`src/rtl/usb_rx_pkt_decoder.sv`:
```
// usb_rx_pkt_decoder
//   Receive-side packet decoder between a UTMI RX interface and the protocol
//   engine. It checks the PID, splits packets into token / data / handshake
//   classes, strips the trailing CRC16 from DATA payloads through a 2-byte
//   delay line, and reports one status word per packet.
//
//   Ports
//     clk, rst_n          UTMI clock, asynchronous active-low reset
//     utmi_rx_*           UTMI receive byte stream (cannot be stalled)
//     dev_addr_cfg        assigned device address for token filtering
//     out_data/out_valid  payload bytes, CRC removed, one cycle per byte
//     pkt_start           pulse the cycle after a PID is accepted
//     pkt_end             pulse at end of packet; qualifies pkt_status/pkt_len
//     pkt_pid             last accepted PID
//     tok_addr/tok_endp   token fields (SOF: frame[6:0] / frame[10:7])
//     pkt_len             payload bytes delivered (saturating)
//     pkt_status          0 OK 1 PID_ERR 2 CRC_ERR 3 BABBLE 4 PHY_ERR
//                         5 ADDR_MISS 6 TRUNC
//
//   Optional build macro USB_RX_STATS_EN adds stat_clr and three saturating
//   16-bit packet counters (OK / CRC error / any other error).
module usb_rx_pkt_decoder #(
    parameter int MAX_PKT_BYTES = 1024,
    parameter int LEN_W         = 11,
    parameter bit ADDR_FILTER   = 1'b1
) (
    input  logic             clk,
    input  logic             rst_n,
    input  logic [7:0]       utmi_rx_data,
    input  logic             utmi_rx_valid,
    input  logic             utmi_rx_active,
    input  logic             utmi_rx_error,
    input  logic [6:0]       dev_addr_cfg,
    output logic [7:0]       out_data,
    output logic             out_valid,
    output logic             pkt_start,
    output logic             pkt_end,
    output logic [3:0]       pkt_pid,
    output logic [6:0]       tok_addr,
    output logic [3:0]       tok_endp,
    output logic [LEN_W-1:0] pkt_len,
    output logic [2:0]       pkt_status
`ifdef USB_RX_STATS_EN
   ,input  logic             stat_clr,
    output logic [15:0]      stat_ok_cnt,
    output logic [15:0]      stat_crc_err_cnt,
    output logic [15:0]      stat_other_err_cnt
`endif
);

    typedef enum logic [2:0] {S_IDLE, S_PID, S_TOKEN, S_DATA, S_HS, S_DRAIN} state_t;

    localparam logic [2:0] ST_OK     = 3'd0;
    localparam logic [2:0] ST_PID    = 3'd1;
    localparam logic [2:0] ST_CRC    = 3'd2;
    localparam logic [2:0] ST_BABBLE = 3'd3;
    localparam logic [2:0] ST_PHY    = 3'd4;
    localparam logic [2:0] ST_MISS   = 3'd5;
    localparam logic [2:0] ST_TRUNC  = 3'd6;

    localparam logic [LEN_W:0]   CNT2       = (LEN_W+1)'(2);
    localparam logic [LEN_W:0]   CNT3       = (LEN_W+1)'(3);
    // Index of the first post-PID byte that no longer fits payload + CRC.
    localparam logic [LEN_W:0]   BABBLE_CNT = (LEN_W+1)'(MAX_PKT_BYTES + 2);
    localparam logic [LEN_W-1:0] LEN_MAX    = LEN_W'(MAX_PKT_BYTES);

    // Reflected CRCs, LSB-first, right-shifting.
    function automatic logic [4:0] crc5_byte(input logic [4:0] c, input logic [7:0] d);
        logic [4:0] r;
        r = c;
        for (int i = 0; i < 8; i++)
            r = (r >> 1) ^ ((r[0] ^ d[i]) ? 5'h14 : 5'h00);
        return r;
    endfunction

    function automatic logic [15:0] crc16_byte(input logic [15:0] c, input logic [7:0] d);
        logic [15:0] r;
        r = c;
        for (int i = 0; i < 8; i++)
            r = (r >> 1) ^ ((r[0] ^ d[i]) ? 16'hA001 : 16'h0000);
        return r;
    endfunction

    state_t         state;
    logic [7:0]     pid_q;
    logic [7:0]     b1_q;
    logic [LEN_W:0] bcnt;       // post-PID bytes taken in this packet
    logic [4:0]     crc5;
    logic [15:0]    crc16;
    logic [7:0]     dl0, dl1;   // delay line, dl1 is the older byte
    logic           hs_extra;
    logic [2:0]     err_st;     // status carried through DRAIN

    logic           pid_ok;
    state_t         cur;
    logic [2:0]     drain_st, tok_st, data_st;

    assign pid_ok = (pid_q[7:4] == ~pid_q[3:0]);

    // In S_PID the byte stream may already carry the first post-PID byte, so
    // that cycle is processed as if already in the class state the PID selects.
    // Reserved/special PIDs (0, PRE/ERR, SPLIT) are handled like handshakes.
    always_comb begin
        cur = state;
        if (state == S_PID) begin
            if (!pid_ok) cur = S_DRAIN;
            else begin
                case (pid_q[3:0])
                    4'h1, 4'h9, 4'hD, 4'h5, 4'h4: cur = S_TOKEN;
                    4'h3, 4'hB, 4'h7, 4'hF:       cur = S_DATA;
                    default:                      cur = S_HS;
                endcase
            end
        end
    end

    always_comb begin
        drain_st = (state == S_PID) ? ST_PID : err_st;

        tok_st = ST_OK;
        if (bcnt != CNT2)
            tok_st = ST_TRUNC;
        else if (crc5 != 5'h06)
            tok_st = ST_CRC;
        else if (ADDR_FILTER && pid_q[3:0] != 4'h5 && tok_addr != dev_addr_cfg)
            tok_st = ST_MISS;

        data_st = ST_OK;
        if (bcnt < CNT2)
            data_st = ST_TRUNC;
        else if (crc16 != 16'hB001)
            data_st = ST_CRC;
    end

    always_ff @(posedge clk or negedge rst_n) begin
        if (!rst_n) begin
            state      <= S_IDLE;
            pid_q      <= '0;
            b1_q       <= '0;
            bcnt       <= '0;
            crc5       <= 5'h1F;
            crc16      <= 16'hFFFF;
            dl0        <= '0;
            dl1        <= '0;
            hs_extra   <= 1'b0;
            err_st     <= ST_OK;
            out_data   <= '0;
            out_valid  <= 1'b0;
            pkt_start  <= 1'b0;
            pkt_end    <= 1'b0;
            pkt_pid    <= '0;
            tok_addr   <= '0;
            tok_endp   <= '0;
            pkt_len    <= '0;
            pkt_status <= '0;
        end else begin
            out_valid <= 1'b0;
            pkt_start <= 1'b0;
            pkt_end   <= 1'b0;
            if (state == S_IDLE) begin
                if (utmi_rx_valid && utmi_rx_active) begin
                    state    <= S_PID;
                    pid_q    <= utmi_rx_data;
                    bcnt     <= '0;
                    crc5     <= 5'h1F;
                    crc16    <= 16'hFFFF;
                    hs_extra <= 1'b0;
                    err_st   <= ST_OK;
                    pkt_len  <= '0;
                end
            end else begin
                if (state == S_PID && pid_ok) begin
                    pkt_pid   <= pid_q[3:0];
                    pkt_start <= 1'b1;
                end
                if (utmi_rx_error) begin
                    // PHY error outranks everything; the byte is discarded.
                    err_st <= ST_PHY;
                    state  <= S_DRAIN;
                end else if (!utmi_rx_active) begin
                    pkt_end <= 1'b1;
                    state   <= S_IDLE;
                    case (cur)
                        S_TOKEN: pkt_status <= tok_st;
                        S_DATA:  pkt_status <= data_st;
                        S_HS:    pkt_status <= hs_extra ? ST_TRUNC : ST_OK;
                        default: pkt_status <= drain_st;
                    endcase
                end else begin
                    state <= cur;
                    if (cur == S_DRAIN) err_st <= drain_st;
                    if (utmi_rx_valid) begin
                        case (cur)
                            S_TOKEN: begin
                                if (bcnt == '0) b1_q <= utmi_rx_data;
                                if (bcnt == (LEN_W+1)'(1)) begin
                                    tok_addr <= b1_q[6:0];
                                    tok_endp <= {utmi_rx_data[2:0], b1_q[7]};
                                end
                                if (bcnt < CNT2) crc5 <= crc5_byte(crc5, utmi_rx_data);
                                if (bcnt < CNT3) bcnt <= bcnt + 1'b1;
                            end
                            S_DATA: begin
                                if (bcnt == BABBLE_CNT) begin
                                    err_st <= ST_BABBLE;
                                    state  <= S_DRAIN;
                                end else begin
                                    crc16 <= crc16_byte(crc16, utmi_rx_data);
                                    dl0   <= utmi_rx_data;
                                    dl1   <= dl0;
                                    bcnt  <= bcnt + 1'b1;
                                    // Only a byte pushed out by a third byte is
                                    // payload; the last two are the CRC.
                                    if (bcnt >= CNT2) begin
                                        out_data  <= dl1;
                                        out_valid <= 1'b1;
                                        if (pkt_len != LEN_MAX) pkt_len <= pkt_len + 1'b1;
                                    end
                                end
                            end
                            S_HS:    hs_extra <= 1'b1;
                            default: ;
                        endcase
                    end
                end
            end
        end
    end

`ifdef USB_RX_STATS_EN
    always_ff @(posedge clk or negedge rst_n) begin
        if (!rst_n) begin
            stat_ok_cnt        <= '0;
            stat_crc_err_cnt   <= '0;
            stat_other_err_cnt <= '0;
        end else if (stat_clr) begin
            stat_ok_cnt        <= '0;
            stat_crc_err_cnt   <= '0;
            stat_other_err_cnt <= '0;
        end else if (pkt_end) begin
            case (pkt_status)
                ST_OK:   if (stat_ok_cnt != 16'hFFFF) stat_ok_cnt <= stat_ok_cnt + 1'b1;
                ST_CRC:  if (stat_crc_err_cnt != 16'hFFFF) stat_crc_err_cnt <= stat_crc_err_cnt + 1'b1;
                default: if (stat_other_err_cnt != 16'hFFFF) stat_other_err_cnt <= stat_other_err_cnt + 1'b1;
            endcase
        end
    end
`else
    // Statistics disabled: pkt_end/pkt_status are the only packet summary.
`endif

endmodule

```
`config.mk`:
```
export PLATFORM = sky130hd
export DESIGN_NAME = usb_rx_pkt_decoder
export DESIGN_NICKNAME = d
export VERILOG_FILES = /design/src/rtl/usb_rx_pkt_decoder.sv
export SDC_FILE = /design/constraint.sdc
export NUM_CORES = 1
export LEC_CHECK = 0
export ABC_AREA = 0
export CAP_MARGIN = 40
export CORE_MARGIN = 5
export CORE_UTILIZATION = 30
export CTS_CLUSTER_DIAMETER = 100
export DETAILED_ROUTE_END_ITERATION = 8
export MAX_ROUTING_LAYER = met4
export PLACE_DENSITY = 0.48
export SYNTH_ARGS = -nofsm -noshare
export SYNTH_HDL_FRONTEND = slang
export SYNTH_SLANG_ARGS = --single-unit
```
`constraint.sdc`:
```
create_clock -name clk -period 4.3 [get_ports clk]
set_clock_uncertainty 0.2 [all_clocks]
set_input_delay 0.86 -clock clk [delete_from_list [all_inputs] [get_ports clk]]
set_output_delay 0.86 -clock clk [all_outputs]
set_load 0.01 [all_outputs]
```
Yosys cells after proc, flatten, opt, wreduce, memory -nomap -nowiden
Memory sizes are Yosys's and may differ from the RTL's. Cells that the tools add are included.

Flip-flop bits (word level): 112. Bits in latches: 0. Memory bits (writable): 0. Memory bits (read-only): 48. Input bits: 20. Output and inout bits: 40. Logic and storage cells: 199. Memories: 1.

Memory list: (name not given) (depth 16, bits a word 3, rd ports 1, clocked after memory_dff 0, write ports 0, RTL line 108) `case (pid_q[3:0])`.

$add $sub $neg: 2. Multiply operators: 0. Divide/modulo/power cells: 0. Order comparisons: 3. Equal/unequal tests: 19. Shifts and indexed selects: 0. Muxes and demuxes: 90. Bitwise operators: 37. Reductions and logical operators: 28.

Operators with widths (count): two-way mux 16 bit (15); XOR 15 x 16 -> 16 bit (8); two-way mux 11 bit (9); two-way mux 12 bit (7); two-way mux 5 bit (15); two-way mux 3 bit (23); XOR 4 x 5 -> 5 bit (8); AND reduction 6 bit (5); less-than comparator 12 x 2 -> 1 bit (second input constant) (2); one-hot mux 12 bit (2 select lines) (1); two-way mux 1 bit (18); inequality test 16 bit (second input constant) (1); nonzero test 2 bit (8); XOR 1 bit (16); AND reduction 7 bit (2); adder 12 x 1 -> 12 bit (second input constant) (1); == test 12 x 1 -> 1 bit (second input constant) (1); == test 12 x 11 -> 1 bit (second input constant) (1); greater-or-equal comparator 12 x 2 -> 1 bit (second input constant) (1); logical NOT 12 bit (1); inequality test 12 x 2 -> 1 bit (second input constant) (1); adder 11 x 1 -> 11 bit (second input constant) (1); inequality test 11 bit (second input constant) (1); one-hot mux 3 bit (3 select lines) (1); 20 further kinds (32).

Longest topological paths before layout
Depth after elaboration: 30. Depth in mapped cells: 11. Gate-level depth less buffers: 8.

Worst setup path after synthesis
OpenSTA, ideal clock, no wires.

Path type: flip-flop to flip-flop. Start: reg bcnt[0]. End: reg pkt_len[9]. Setup time: 0.066 ns. Data arrival time: 2.748 ns. Required time: 4.034 ns. Path slack: 1.286 ns. Stages on the path, launching flop included: 11. Path buffers: 2. Period minus slack after synthesis: 3.014 ns. Cells stage by stage: dfrtp_1 > inv_1 > ha_1 > nor4b_1 > and4_1 > or4_4 > buf_6 > or4_1 > buf_2 > or4_1 > nand2_1.

Longest elaborated chain between the ends: 3. Elaborated cells on any way between the ends: 5. Classes of those cells: 1 x order compare; 2 x eq/ne; 2 x reduce/logical.

RTL lines: from (decl) (RTL line 87) `logic [LEN_W:0] bcnt;`; from (signal assigned) (RTL line 201) `if (bcnt < CNT3) bcnt <= bcnt + 1'b1;`; from (signal assigned) (RTL line 211) `bcnt <= bcnt + 1'b1;`; greater-or-equal comparator 12 x 2 -> 1 bit or == test 12 x 11 -> 1 bit (tied branches) (RTL line 214, 204); nonzero test 2 bit (no line) or inequality test 2 bit (tied branches); AND reduction 8 bit (no line) (*); to (signal assigned) (RTL line 217) `if (pkt_len != LEN_MAX) pkt_len <= pkt_len + 1'b1;`; to (decl) (RTL line 41) `output logic [LEN_W-1:0] pkt_len,`.

Every way passes the cells marked *; elsewhere a longest branch is shown, timed or not. A chain may end at the register's enable or synchronous reset.

Final worst setup path
Ends and elaborated chain as after synthesis.

==> impl_metrics.csv <==
group,metric,value,unit
synthesis,yosysTopAreaCellShare,41.2,%
clocking,cts_sinks,112,
clocking,clock_latency,0.36,ns
global_route,first_global_vias,4389,
timing,finalSetupTns,0,ns
route,antenna_left,0,
setup_path,critPathKind,"reg -> reg",
setup_path,crit_chain,"inv_1 -> ha_1 -> nor4b_1 -> and4_1 -> or4_4 -> or4_1 -> or4_1 -> nand2_1",
route,wl,13500,um
setup_path,cp_top_family,"simple AND/OR/NAND/NOR gates",
global_route,grt_overflow_total,0,
synthesis,synth_cells,544,
synthesis,ys_types,53,
clocking,path_clk_slew,0.08,ns
placement,place.gp.congestion,0.835,
setup_path,worst_setup_path_start_kind,"register",
clocking,htreeDepth,3,
global_route,grt_max_degree,64,
placement,portBuffers,59,
setup_path,crit_top_cell,"or4_1",
timing,fin_ws,1.05,ns
die,core,0.0180,sq mm
synthesis,synth-edff-count,0,
route,wl_per_cell,16.2,um
synthesis,yosysTopAreaCell,"dfrtp_1",
setup_path,critPathMaxStageDelay,0.66,ns
timing,rsz0062_at_grt,"false",
synthesis,synthTopCellsByArea,"dfrtp_1 41%, dfstp_2 10%, nand2_1 7.0%",
route,vias,4211,
synthesis,synth_area,0.00553,sq mm
route,drc,0,
synthesis,avgSynthCellArea,10.2,sq um
clocking,cts_root_buf,"clkbuf_16",
clocking,ctsResizeCount,0,
final_layout,n_fill_cell,1834,
clocking,cts_hold_buf,0,
synthesis,yosys-top-cells-count,"103 x nand2_1, 91 x dfrtp_1, 38 x xnor2_1, 35 x nor2_1, 31 x mux2_2",
setup_path,cp.arrival,3.35,ns
clocking,clockBufferDepth,2,
placement,place_hpwl,9580,um
synthesis,synth_most_common_cell,"nand2_1",
die,initial_core_util,30.7,%
synthesis,synthArstFlopShare,100,%
setup_path,required,4.40,ns
timing,final_hold_viol_count,0,
synthesis,ys_warn_count,0,
global_route,grt_pass1_wl,22700,um
synthesis,ys_dominant_reg_cell,"dfrtp_1",
power_and_ir_drop,power.density,510,mW/mm^2
timing,period_minus_slack,3.25,ns
timing,tightest_slew,0.885,ns
die,rows,49,
synthesis,synth_fp_nets,570,
route,viasPerCell,5.04,
final_layout,antenna_cells,0,
route,drtPass1Iterations,4,
clocking,post_cts_buffers,0,
die,die_y,146,um
timing,fmax,307,MHz
placement,post-place-ws,0.706,ns
power_and_ir_drop,ir_worst_vdd,198,uV
die,die_w,146,um
timing,final-setup-viol-count,0,
timing,slew_headroom,40.6,%
synthesis,ys_seq_elements,112,
clocking,cts_tree,"yes",
setup_path,crit_slowest_cell,"or4_1",
final_layout,drive_gt1_share,14.4,%
global_route,antenna_found_initial,0,
timing,hold_ws,0.265,ns
job,drv_cap,0,
power_and_ir_drop,p_leak,2.87,nW
power_and_ir_drop,power,3.44,mW
setup_path,end_kind,"register",
worst_hold_path,hold_class,"reg -> reg",
setup_path,worstPathMaxFanout,10,
die,die_area,0.0212,sq mm
final_layout,syn_to_final_growth,21.8,%
timing,maxSlewViolCount,0,
timing,min_period_over_period,75.6,%
clocking,numCtsBuffers,9,
global_route,gr-usage-all-layers,13.5,%
die,num_io_pins,60,
status,status,"complete, no violations",
setup_path,crit_buf_inv,1,
final_layout,nets,627,
synthesis,ys_seq_area_share,51.2,%
route,drt_iter0_drc,223,
==> per-layer routing <==
layer / track usage, % / routed length (um) / up-vias
li1: - / - / 2024
met1: 17.6 / 6380 / 2074
met2: 20.5 / 6220 / 89
met3: 2.52 / 495 / 24
met4: 5.92 / 385 / 0
met5: - / 0 / -
==> path summary, 6_finish.rpt <==
kind,startpoint,endpoint,depth (start not counted),slack (ns)
worst max-delay path,bcnt[0]$_DFFE_PN0P_,pkt_len[9]$_DFFE_PN0P_,8,1.05
worst min-delay path,dl0[4]$_DFFE_PN0P_,dl1[4]$_DFFE_PN0P_,2,0.26
worst max register to register,bcnt[0]$_DFFE_PN0P_,pkt_len[9]$_DFFE_PN0P_,8,1.05
worst min register to register,dl0[4]$_DFFE_PN0P_,dl1[4]$_DFFE_PN0P_,2,0.26
max in group asynchronous,rst_n,crc16[15]$_DFFE_PN1P_,2,2.75
min in group asynchronous,rst_n,pkt_len[9]$_DFFE_PN0P_,1,0.32
==> cell type report <==
cell class / count / area (sq um) / area share, %
Clock buffer: 11 / 253 / 3.75
Clock inverter: 5 / 78.8 / 1.17
Inverter: 12 / 45.0 / 0.669
Multi-Input combinational cell: 395 / 2550 / 37.9
Sequential cell: 112 / 2830 / 42.0
Tap cell: 229 / 287 / 4.25
Timing Repair Buffer: 71 / 691 / 10.3
==> cells in the final DEF, fill, tap and decap left out, types with 6 or more instances in the layout <==
cell type	n
nand2_1	103
dfrtp_1	91
clkdlybuf4s50_1	58
xnor2_1	38
nor2_1	35
mux2_2	31
a21oi_1	28
dfstp_2	21
xor2_1	16
nand3_1	14
or4_1	13
buf_4	12
inv_1	11
o31ai_1	11
nand4_1	10
o21ai_0	10
nor4_1	9
clkbuf_16	9
o22a_1	8
nor3_1	8
o211ai_1	6
ha_1	6
==> flip-flops by register name, summed over array words and instances, names as in the netlist <==
register	count
dl1	8
tok_endp	4
pkt_status	3
hs_extra	1
crc16	16
bcnt	12
state	3
tok_addr	7
crc5	5
out_data	8
dl0	8
pkt_end	1
pkt_start	1
pkt_len	11
pkt_pid	4
out_valid	1
b1_q	8
err_st	3
pid_q	8
==> worst min-delay path: cells and delay by family (launching register included) <==
kind | cells | cell delay [ns]
and+or+nand+nor | 2 | 0.10
DFF | 1 | 0.34
==> cell families (layout without fill, tap and decap cells) <==
family | after synthesis | count (layout) | share of synthesized area (%)
xor gates and xnor gates | 56 | 56 | 9.26
DFF | 112 | 112 | 51.2
muxes | 33 | 33 | 6.68
and+or+nand+nor | 216 | 216 | 18.7
AOI/OAI and AO/OA | 84 | 84 | 10.1
adders and majority gates | 6 | 6 | 1.36
buffers and inverters | 37 | 99 | 2.74
==> power by group <==
part	total, mW	internal (mW)	switching, mW
sequential	1.47	1.29	0.186
combinational	1.03	0.503	0.523
clock	0.936	0.542	0.394
total	3.44	2.33	1.10
==> stage by stage <==
step | util, % | instances | cell area, sq um
2_1_floorplan | - | 544 | 5530
3_3_place_gp | 35.5 | 819 | 6400
5_1_grt | 37.4 | 835 | 6730
6_report | 37.4 | 835 | 6730
4_1_cts | 37.4 | 835 | 6730
3_5_place_dp | 35.5 | 819 | 6400
Power figures use the tool's default switching activity.
